`src/rtl/mano_mem_arbiter_if.sv`:
```
// Bus bundle between the two memory masters (CPU, DMA), the arbiter and the
// single MANO main memory. The arbiter uses the slave view; the environment
// (masters plus memory) uses the master view.
interface mano_mem_arbiter_if #(
    parameter int unsigned AW = 12,
    parameter int unsigned DW = 16
);
    // CPU port
    logic          c_req;
    logic          c_wr;
    logic [AW-1:0] c_addr;
    logic [DW-1:0] c_din;
    logic          c_ack;
    logic [DW-1:0] c_dout;
    // DMA / loader port
    logic          d_req;
    logic          d_wr;
    logic [AW-1:0] d_addr;
    logic [DW-1:0] d_din;
    logic          d_lock;
    logic          d_ack;
    logic [DW-1:0] d_dout;
    // Memory side
    logic [AW-1:0] m_addr;
    logic          m_rd;
    logic          m_wr;
    logic [DW-1:0] m_din;
    logic [DW-1:0] m_dout;
    // Status
    logic          busy;
    logic          owner;

    modport slave (
        input  c_req, c_wr, c_addr, c_din,
        input  d_req, d_wr, d_addr, d_din, d_lock,
        input  m_dout,
        output c_ack, c_dout, d_ack, d_dout,
        output m_addr, m_rd, m_wr, m_din,
        output busy, owner
    );

    modport master (
        output c_req, c_wr, c_addr, c_din,
        output d_req, d_wr, d_addr, d_din, d_lock,
        output m_dout,
        input  c_ack, c_dout, d_ack, d_dout,
        input  m_addr, m_rd, m_wr, m_din,
        input  busy, owner
    );
endinterface

```
`src/rtl/mano_mem_arbiter.sv`:
```
// Two-port arbiter for the MANO 4096x16 main memory. Every access runs
// IDLE -> ACC -> ACK. Ties are broken round-robin, except that a DMA master
// holding d_lock keeps the memory for up to MAX_BURST consecutive grants
// while the CPU waits.
module mano_mem_arbiter #(
    parameter int unsigned AW        = 12,
    parameter int unsigned DW        = 16,
    parameter int unsigned MAX_BURST = 4
) (
    input  logic                clk,
    input  logic                rst,
    mano_mem_arbiter_if.slave   bus
);

    localparam logic [3:0] BURST_MAX = 4'(MAX_BURST);

    typedef enum logic [1:0] {
        IDLE,
        ACC,
        ACK
    } state_t;

    state_t        state_q, state_d;
    logic          any_req;
    logic          lock_bias;
    logic          grant_dma;

    logic          op_wr_q;
    logic          owner_q;
    logic          last_owner_q;
    logic          lock_held_q;
    logic [3:0]    burst_cnt_q;
    logic [AW-1:0] m_addr_q;
    logic [DW-1:0] m_din_q;
    logic [DW-1:0] c_dout_q;
    logic [DW-1:0] d_dout_q;

    // Next-state and winner selection; winner is only meaningful in IDLE.
    always_comb begin
        state_d   = state_q;
        any_req   = bus.c_req | bus.d_req;
        lock_bias = lock_held_q && (burst_cnt_q < BURST_MAX);
        grant_dma = bus.d_req & (~bus.c_req | lock_bias | ~last_owner_q);
        case (state_q)
            IDLE:    if (any_req) state_d = ACC;
            ACC:     state_d = ACK;
            ACK:     state_d = IDLE;
            default: state_d = IDLE;
        endcase
    end

    // State register.
    always_ff @(posedge clk) begin
        if (rst) state_q <= IDLE;
        else     state_q <= state_d;
    end

    // Latch the winning request into the operation/memory-side registers.
    always_ff @(posedge clk) begin
        if (rst) begin
            owner_q  <= 1'b0;
            op_wr_q  <= 1'b0;
            m_addr_q <= '0;
            m_din_q  <= '0;
        end else if (state_q == IDLE && any_req) begin
            owner_q  <= grant_dma;
            op_wr_q  <= grant_dma ? bus.d_wr   : bus.c_wr;
            m_addr_q <= grant_dma ? bus.d_addr : bus.c_addr;
            m_din_q  <= grant_dma ? bus.d_din  : bus.c_din;
        end
    end

    // Capture read data into the owning master's result register only.
    always_ff @(posedge clk) begin
        if (rst) begin
            c_dout_q <= '0;
            d_dout_q <= '0;
        end else if (state_q == ACC && !op_wr_q) begin
            if (owner_q) d_dout_q <= bus.m_dout;
            else         c_dout_q <= bus.m_dout;
        end
    end

    // Fairness bookkeeping, updated once per completed access.
    always_ff @(posedge clk) begin
        if (rst) begin
            last_owner_q <= 1'b1;
            lock_held_q  <= 1'b0;
            burst_cnt_q  <= '0;
        end else if (state_q == ACK) begin
            last_owner_q <= owner_q;
            if (owner_q) begin
                lock_held_q <= bus.d_lock;
                if (!bus.d_lock)                 burst_cnt_q <= '0;
                else if (burst_cnt_q != BURST_MAX) burst_cnt_q <= burst_cnt_q + 4'd1;
            end else begin
                lock_held_q <= 1'b0;
                burst_cnt_q <= '0;
            end
        end
    end

    // A reset landing in the ACC cycle must not commit the write.
    assign bus.m_wr   = (state_q == ACC) & op_wr_q & ~rst;
    assign bus.m_rd   = (state_q == ACC) & ~op_wr_q;
    assign bus.m_addr = m_addr_q;
    assign bus.m_din  = m_din_q;
    assign bus.c_ack  = (state_q == ACK) & ~owner_q;
    assign bus.d_ack  = (state_q == ACK) & owner_q;
    assign bus.c_dout = c_dout_q;
    assign bus.d_dout = d_dout_q;
    assign bus.busy   = (state_q != IDLE);
    assign bus.owner  = owner_q;

endmodule
```
`src/flat_wrapper.sv`:
```
// flat-port wrapper written by rule: the top's interface ports become plain ports
module mano_mem_arbiter_flat 
#(
    parameter int unsigned AW        = 12,
    parameter int unsigned DW        = 16,
    parameter int unsigned MAX_BURST = 4
)
  (clk, rst, bus_c_req, bus_c_wr, bus_c_addr, bus_c_din, bus_d_req, bus_d_wr, bus_d_addr, bus_d_din, bus_d_lock, bus_m_dout, bus_c_ack, bus_c_dout, bus_d_ack, bus_d_dout, bus_m_addr, bus_m_rd, bus_m_wr, bus_m_din, bus_busy, bus_owner);
  mano_mem_arbiter_if #(.AW(AW), .DW(DW)) bus_i ();
  input  logic clk;
  input  logic rst;
  input wire logic [$bits(bus_i.c_req)-1:0] bus_c_req;
  input wire logic [$bits(bus_i.c_wr)-1:0] bus_c_wr;
  input wire logic [$bits(bus_i.c_addr)-1:0] bus_c_addr;
  input wire logic [$bits(bus_i.c_din)-1:0] bus_c_din;
  input wire logic [$bits(bus_i.d_req)-1:0] bus_d_req;
  input wire logic [$bits(bus_i.d_wr)-1:0] bus_d_wr;
  input wire logic [$bits(bus_i.d_addr)-1:0] bus_d_addr;
  input wire logic [$bits(bus_i.d_din)-1:0] bus_d_din;
  input wire logic [$bits(bus_i.d_lock)-1:0] bus_d_lock;
  input wire logic [$bits(bus_i.m_dout)-1:0] bus_m_dout;
  output wire logic [$bits(bus_i.c_ack)-1:0] bus_c_ack;
  output wire logic [$bits(bus_i.c_dout)-1:0] bus_c_dout;
  output wire logic [$bits(bus_i.d_ack)-1:0] bus_d_ack;
  output wire logic [$bits(bus_i.d_dout)-1:0] bus_d_dout;
  output wire logic [$bits(bus_i.m_addr)-1:0] bus_m_addr;
  output wire logic [$bits(bus_i.m_rd)-1:0] bus_m_rd;
  output wire logic [$bits(bus_i.m_wr)-1:0] bus_m_wr;
  output wire logic [$bits(bus_i.m_din)-1:0] bus_m_din;
  output wire logic [$bits(bus_i.busy)-1:0] bus_busy;
  output wire logic [$bits(bus_i.owner)-1:0] bus_owner;
  assign bus_i.c_req = bus_c_req;
  assign bus_i.c_wr = bus_c_wr;
  assign bus_i.c_addr = bus_c_addr;
  assign bus_i.c_din = bus_c_din;
  assign bus_i.d_req = bus_d_req;
  assign bus_i.d_wr = bus_d_wr;
  assign bus_i.d_addr = bus_d_addr;
  assign bus_i.d_din = bus_d_din;
  assign bus_i.d_lock = bus_d_lock;
  assign bus_i.m_dout = bus_m_dout;
  assign bus_c_ack = bus_i.c_ack;
  assign bus_c_dout = bus_i.c_dout;
  assign bus_d_ack = bus_i.d_ack;
  assign bus_d_dout = bus_i.d_dout;
  assign bus_m_addr = bus_i.m_addr;
  assign bus_m_rd = bus_i.m_rd;
  assign bus_m_wr = bus_i.m_wr;
  assign bus_m_din = bus_i.m_din;
  assign bus_busy = bus_i.busy;
  assign bus_owner = bus_i.owner;
  mano_mem_arbiter #(.AW(AW), .DW(DW), .MAX_BURST(MAX_BURST)) u_core (.clk(clk), .rst(rst), .bus(bus_i));
endmodule
```
`config.mk`:
```
export PLATFORM = sky130hd
export DESIGN_NAME = mano_mem_arbiter_flat
export DESIGN_NICKNAME = d
export VERILOG_FILES = /design/src/rtl/mano_mem_arbiter_if.sv /design/src/rtl/mano_mem_arbiter.sv /design/src/flat_wrapper.sv
export SDC_FILE = /design/constraint.sdc
export NUM_CORES = 1
export LEC_CHECK = 0
export CORE_MARGIN = 3
export CORE_UTILIZATION = 42
export DETAILED_ROUTE_END_ITERATION = 8
export PLACE_DENSITY = 0.84
export SYNTH_ARGS = -nofsm -noshare
export SYNTH_HDL_FRONTEND = slang
export SYNTH_SLANG_ARGS = --single-unit
export TNS_END_PERCENT = 5
```
`constraint.sdc`:
```
create_clock -name clk -period 1.9 [get_ports clk]
set_input_delay 0.38 -clock clk [delete_from_list [all_inputs] [get_ports clk]]
set_output_delay 0.38 -clock clk [all_outputs]
set_load 0.005 [all_outputs]
```
==> results of run 1 <==
-- area by class of cell --
cell class                 instances  area [um2]  area share [%]
multi-input combinational        258        1310            28.1
sequential                        70        1410            30.3
timing repair buffer             157        1570            33.8
clock inverter                     3        90.1            1.94
inverter                           3        11.3           0.242
tap                               77        96.3            2.07
clock buffer                      12         165            3.55
-- final timing paths --
check	startpoint	end	slack, ns	cells past startpoint
worst max register to register	u_core.burst_cnt_q[2]$_SDFFE_PP0P_	u_core.bus.m_din[11]$_SDFFE_PP0P_	0.39	5
worst min-delay path	rst	u_core.state_q[1]$_SDFFE_PP0P_	0.24	2
worst max-delay path	u_core.state_q[1]$_SDFFE_PP0P_	bus_busy	0.13	3
worst min register to register	u_core.bus.c_dout[1]$_SDFFE_PP0P_	u_core.bus.c_dout[1]$_SDFFE_PP0P_	0.45	2
-- worst max-delay path: stages, from the launching register on --
cell,delay (ns)
dfxtp_4,0.37
nor2_4,0.15
inv_1,0.07
clkdlybuf4s50_1,0.46
-- state kept, by name, indices dropped and copies added, names as in the netlist --
register / cells
u_core.bus.c_dout: 16
u_core.bus.d_dout: 16
u_core.bus.m_din: 16
u_core.bus.m_addr: 12
u_core.burst_cnt_q: 4
u_core.state_q: 2
u_core.bus.owner: 1
u_core.last_owner_q: 1
u_core.lock_held_q: 1
u_core.op_wr_q: 1
-- placed cells by master (no fill, tap or decap), types with 2 or more instances in the layout --
master,count
o21a_1,2
inv_1,3
dfxtp_1,67
o21ai_2,2
buf_4,10
ha_1,2
nor3b_2,2
clkbuf_8,12
nor3_1,2
nor2_1,37
nand3_1,2
a21oi_1,62
nand2_1,98
bufinv_16,3
and2_1,3
clkdlybuf4s50_1,139
a211oi_1,29
dfxtp_2,2
buf_12,3
a21oi_2,2
dlygate4sd2_1,3
-- per-stage QoR --
stage | power (mW) | hold slack (ns) | std cells | cell area, um2
final | 3.92 | 0.236 | 580 | 4650
after global routing | 4.10 | 0.217 | 580 | 4650
after CTS | 3.95 | 0.215 | 580 | 4640
after detailed placement | 2.45 | 0.447 | 564 | 4370
after global placement | 2.43 | 0.442 | 564 | 4370
after floorplan | 1.98 | 0.435 | 358 | 2860
-- per-layer routing --
layer / global-route usage (%) / vias up / wire length, um
met5: 0 / - / 0
met3: 8.29 / 14 / 839
met4: 10.4 / 0 / 146
met2: 37.0 / 145 / 4010
li1: - / 1481 / -
met1: 25.2 / 1369 / 3430
-- report_power, final --
group	total, mW	switching [mW]	leakage [nW]	internal, mW
clock network	1.51	0.534	0.129	0.973
registers	1.64	0.0645	0.575	1.57
logic	0.780	0.325	1.08	0.456
-- logic make-up after synthesis --
group	share of synthesized area (%)
and+or+nand+nor	22.6
buffers and inverters	5.87
AOI/OAI and AO/OA	21.0
xor gates and xnor gates	0.614
DFF	49.1
adders and majority gates	0.876
-- what timing repair did --
| item | in CTS | in global routing |
|---|---|---|
| endpoints found under the setup margin | 4 | 2 |
| endpoints found under the hold margin | 0 | 0 |
| setup buffers | 1 | 0 |
| gates resized for setup | 7 | 4 |
==> metrics.md, run 1 <==
| Metric | Value |
|---|---|
| Count leader, synth | `nand2_1` |
| Outcome | `finished, final reports clean` |
| Nature of the critical path startpoint | `flop` |
| Root Driver | `clkbuf_8` |
| Worst Tran Pin Value | `around 0.72 ns` |
| Max-Slew Margin vs Limit | `between 50% and 60%` |
| Synth top area cells | `dfxtp_1 (49%), nand2_1 (13%), a21oi_1 (11%), a211oi_1 (7.6%), nor2_1 (4.9%)` |
| Async S/R FF share, synth | `0%` |
| H-tree lvl count | `3` |
| Initial antenna violation count | `0` |
| Die span in y | `88.5 um` |
| Clk_lat worst skew | `~0.34 ns` |
| Routed via count | `between 3000 and 4000` |
| Unique cell type count in the Yosys netlist | `35` |
| Final #Nets | `between 500 and 600` |
| Top FF cell, synth | `dfxtp_1` |
| Static leakage | `1.79 nW` |
| GP Congestion | `approximately 0.83` |
| WS Path Type | `reg -> out` |
| Die area | `0.00782 mm2` |
| Critical Path RT | `between 1.5 and 2 ns` |
| Clock Path Buffers | `2` |
| Site row count | `29` |
| TritonCTS buffer count | `9` |
| RSZ-0062 raised after global routing | `no` |
| Max-slew violation count | `0` |
| Area growth syn-to-layout | `62.8%` |
| Fillcell total | `496` |
| Final hold viol count | `0` |
| Crit. End Element | `primary output` |
| Total GRT Usage | `between 20% and 30%` |
| Ant. Diodes | `0` |
| Final wirelength | `roughly 8.4 mm` |
| Commonest cells post-synth | `nand2_1 (98), dfxtp_1 (70), a21oi_1 (62)` |
| Final WS setup | `0.133 ns` |
| Port buffer count | `around 140` |
| Ys Warns | `0` |
| WL per Instance | `about 15 um` |
| Cell taking the most area after synthesis | `dfxtp_1` |
| FMAX | `~570 MHz` |
| Crit-path max FO | `5` |
| Vias in the first global route | `3015` |
| DRT iter0 DRCs | `slightly above 90` |
| Synth Instances | `about 360` |
| Syn avg cell area | `approximately 8.0 um2` |
| First-pass GRT wire length | `roughly 14 mm` |
| Post-CTS Hold Buffers | `0` |
| Sum Neg Setup Slack | `0 ns` |
| Final ANT Viol Nets | `0` |
| Max cap viols | `0` |
| Setup Skew | `0.00685 ns` |
| Drt first pass iters | `4` |
| Syn Nets | `439` |
| Share of the synthesized area in the top cell type | `about half` |
| Clock transition at path regs | `0.07 ns` |
| IO Pins | `approximately 150` |
| Finished Core Util | `~72%` |
| VDD IR max | `519 uV` |
| Final HPWL DP | `between 6 and 7 mm` |
| Core Area | `0.00646 mm2` |
| Width of the die | `approximately 88 um` |
| Residual DRC | `0` |
| Register area share after synthesis | `around half` |
| Tmin final | `about 1.8 ns` |
| Mapped cell area | `0.00286 mm2` |
| Layout cell share with drive strength beyond 1 | `roughly 8.3%` |
| Number of vias per cell | `approximately 5.2` |
| Finish-stage setup viols | `0` |
| Initial Util | `44.2%` |
| CTS Sinks | `70` |
| Final worst-path cycle share | `between 90% and 100%` |
| Global route total overflow | `0` |
| CTS tree | `yes` |
| Post-synth EDFFs | `0` |
| CP Data Arrival Time | `~1.4 ns` |
| Pre-CTS WS | `about 0.061 ns` |
| Synthesized flop and latch total | `70` |
| PwrDens | `around 840 mW/mm2` |
| Hold Path Class | `in -> reg` |
| Pin count of the biggest net entering global routing | `69` |
Note: power is estimated with default switching activity, not from simulation.
==> run 2: changes to the inputs <==
PLACE_DENSITY = 0.88   (was 0.84)
==> run 2 against run 1 <==
Highest routed layer unchanged. Sequential power about the same. Largest cell class unchanged. Fmax decreased by 0.15%. Total power decreased by 9.7%. Combinational power about the same. Largest power group unchanged. Final area decreased by 1.7%.
==> metrics.md, run 2 (synthesis gave the netlist of run 1 again) <==
| Metric | Value |
|---|---|
| Net Switching | `914 uW (was 923 uW)` |
| Post-CTS setup buffer count | `0 (was 1)` |
| Leading cell type in the layout, fill and taps excluded | `clkdlybuf4s50_1 (unchanged)` |
| Design area | `0.00457 mm2 (was 0.00465 mm2)` |
| Final wirelength | `8.42 mm (was 8.43 mm)` |
| H-tree lvl count | `3 (unchanged)` |
| VDD IR max | `436 uV (was 519 uV)` |
| Final WS setup | `0.130 ns (was 0.133 ns)` |
| Residual DRC | `0 (unchanged)` |
| Slowest stage delay, CP | `0.58 ns (was 0.46 ns)` |
| Finished Layout Cells | `580 (unchanged)` |
| Largest delay contributor family on the critical path | `buffers and inverters (unchanged)` |
| RSZ-0062 raised after global routing | `no (unchanged)` |
| Seq pwr share | `46.1% (was 41.7%)` |
| Core Area | `0.00646 mm2 (unchanged)` |
| Post-CTS Resized | `11 (was 7)` |
| Hold Path Class | `in -> reg (unchanged)` |
| WL per Instance | `14.5 um (about the same)` |
| Commonest cells after routing, fill and taps aside | `clkdlybuf4s50_1 (138), nand2_1 (98), dfxtp_1 (68), a21oi_1 (62), nor2_1 (37) (was clkdlybuf4s50_1 (139), nand2_1 (98), dfxtp_1 (67), a21oi_1 (62), nor2_1 (37))` |
| Final ANT Viol Nets | `0 (unchanged)` |
| Worst Tran Pin Value | `0.715 ns (was 0.716 ns)` |
| Setup Skew | `0.0121 ns (was 0.00685 ns)` |
| Final worst-path cycle share | `93.1% (was 93.0%)` |
| Clk_lat worst skew | `0.33 ns (was 0.34 ns)` |
| Critical Path RT | `1.52 ns (about the same)` |
| Port buffer count | `144 (unchanged)` |
| Cell area after placement | `0.00437 mm2 (unchanged)` |
| Outcome | `finished, final reports clean (unchanged)` |
| Drt first pass iters | `4 (unchanged)` |
| Int Pwr | `2.63 mW (was 3.00 mW)` |
| Clock transition at path regs | `0.07 ns (about the same)` |
| Die area | `0.00782 mm2 (unchanged)` |
| Root Driver | `clkbuf_8 (unchanged)` |
| Crit. End Element | `primary output (unchanged)` |
| Clock Path Buffers | `2 (unchanged)` |
| Tmin final | `1.77 ns (about the same)` |
| Area growth syn-to-layout | `60.0% (was 62.8%)` |
| WS Path Type | `reg -> out (unchanged)` |
| Max cap viols | `0 (unchanged)` |
| Max stage delay cell, worst path | `clkdlybuf4s50_1 (unchanged)` |
| PwrDens | `775 mW/mm2 (was 845 mW/mm2)` |
| Number of vias per cell | `5.21 (was 5.19)` |
| Max-slew violation count | `0 (unchanged)` |
| DRT iter0 DRCs | `82 (was 92)` |
| Sw Share | `25.8% (was 23.5%)` |
| FMAX | `565 MHz (was 566 MHz)` |
| Post-CTS Hold Buffers | `0 (unchanged)` |
| CP Buf/Inv Count | `1 (was 2)` |
| CTS Sinks | `70 (unchanged)` |
| TritonCTS buffer count | `9 (unchanged)` |
| Routed via count | `3021 (was 3009)` |
| CTS tree | `yes (unchanged)` |
| First-pass GRT wire length | `13.1 mm (was 13.6 mm)` |
| Clock power frac | `31.9% (was 38.4%)` |
| Total GRT Usage | `21.5% (was 22.2%)` |
| Crit-path max FO | `9 (was 5)` |
| Site row count | `29 (unchanged)` |
| Layout cell share with drive strength beyond 1 | `7.55% (was 8.35%)` |
| Finish-stage setup viols | `0 (unchanged)` |
| Final HPWL DP | `6.25 mm (was 6.18 mm)` |
| Final hold viol count | `0 (unchanged)` |
| Final #Nets | `579 (was 580)` |
| Worst R2R Setup Slack | `0.34 ns (was 0.39 ns)` |
| Nature of the critical path startpoint | `flop (unchanged)` |
| Placed Instances | `564 (unchanged)` |
| Pin count of the biggest net entering global routing | `69 (unchanged)` |
| Global route total overflow | `0 (unchanged)` |
| Width of the die | `88.5 um (unchanged)` |
| Sum Neg Setup Slack | `0 ns (unchanged)` |
| Pre-CTS WS | `0.0768 ns (was 0.0612 ns)` |
| Initial antenna violation count | `0 (unchanged)` |
| IO Pins | `145 (unchanged)` |
| Initial Util | `44.2% (unchanged)` |
| GP Congestion | `0.765 (was 0.829)` |
| Die span in y | `88.5 um (unchanged)` |
| Crit path cell chain | `clkdlybuf4s50_1 (was nor2_4 > inv_1 > clkdlybuf4s50_1)` |
| Ant. Diodes | `0 (unchanged)` |
| Vias in the first global route | `2932 (was 3015)` |
| Comb pwr share | `22.0% (was 19.9%)` |
| Max-Slew Margin vs Limit | `52.3% (was 52.2%)` |
| CP Data Arrival Time | `1.39 ns (about the same)` |
| Static leakage | `1.74 nW (was 1.79 nW)` |
## run 2: final cells by class
type | count | area (um2)
clock buffers | 12 | 135
inverters | 3 | 11.3
multi-input cells | 258 | 1310
repair buffers | 156 | 1560
well taps | 77 | 96.3
clock inverters | 4 | 47.5
fillers | 502 | 1890
flip-flops and latches | 70 | 1410
## run 2: power by group through the flow
| stage | Clock [mW] | Combinational [mW] | Sequential (mW) |
|---|---|---|---|
| floorplan | 0 | 0.314 | 1.67 |
| global placement | 0 | 0.763 | 1.66 |
| detailed placement | 0 | 0.778 | 1.66 |
| CTS | 1.15 | 0.784 | 1.63 |
| global route | 1.21 | 0.856 | 1.65 |
| finish | 1.13 | 0.781 | 1.63 |
## run 2: worst paths after layout
kind / start / cells past startpoint / end
max: u_core.bus.owner$_SDFFE_PP0P_ / 1 / bus_owner
min: rst / 2 / u_core.state_q[1]$_SDFFE_PP0P_
max reg2reg: u_core.state_q[1]$_SDFFE_PP0P_ / 5 / u_core.bus.c_dout[15]$_SDFFE_PP0P_
min reg2reg: u_core.bus.c_dout[5]$_SDFFE_PP0P_ / 2 / u_core.bus.c_dout[5]$_SDFFE_PP0P_
## run 2: per-layer routing
metal  GRT usage (%)  vias up  part of all wire [%]  wire [um]
met5               0        -                     0          0
met4            8.79        0                   1.4        119
met3            8.47       10                    11        892
met2            36.0      132                    48       4040
met1            24.4     1397                    40       3370
li1                -     1482                     -          -
## run 2: stage by stage
step | total power [mW] | hold slack [ns] | util [%]
after global routing | 3.71 | 0.241 | 70.7
after global placement | 2.42 | 0.442 | 67.6
after floorplan | 1.98 | 0.435 | -
after detailed placement | 2.44 | 0.447 | 67.6
final | 3.54 | 0.259 | 70.7
after CTS | 3.57 | 0.236 | 70.7
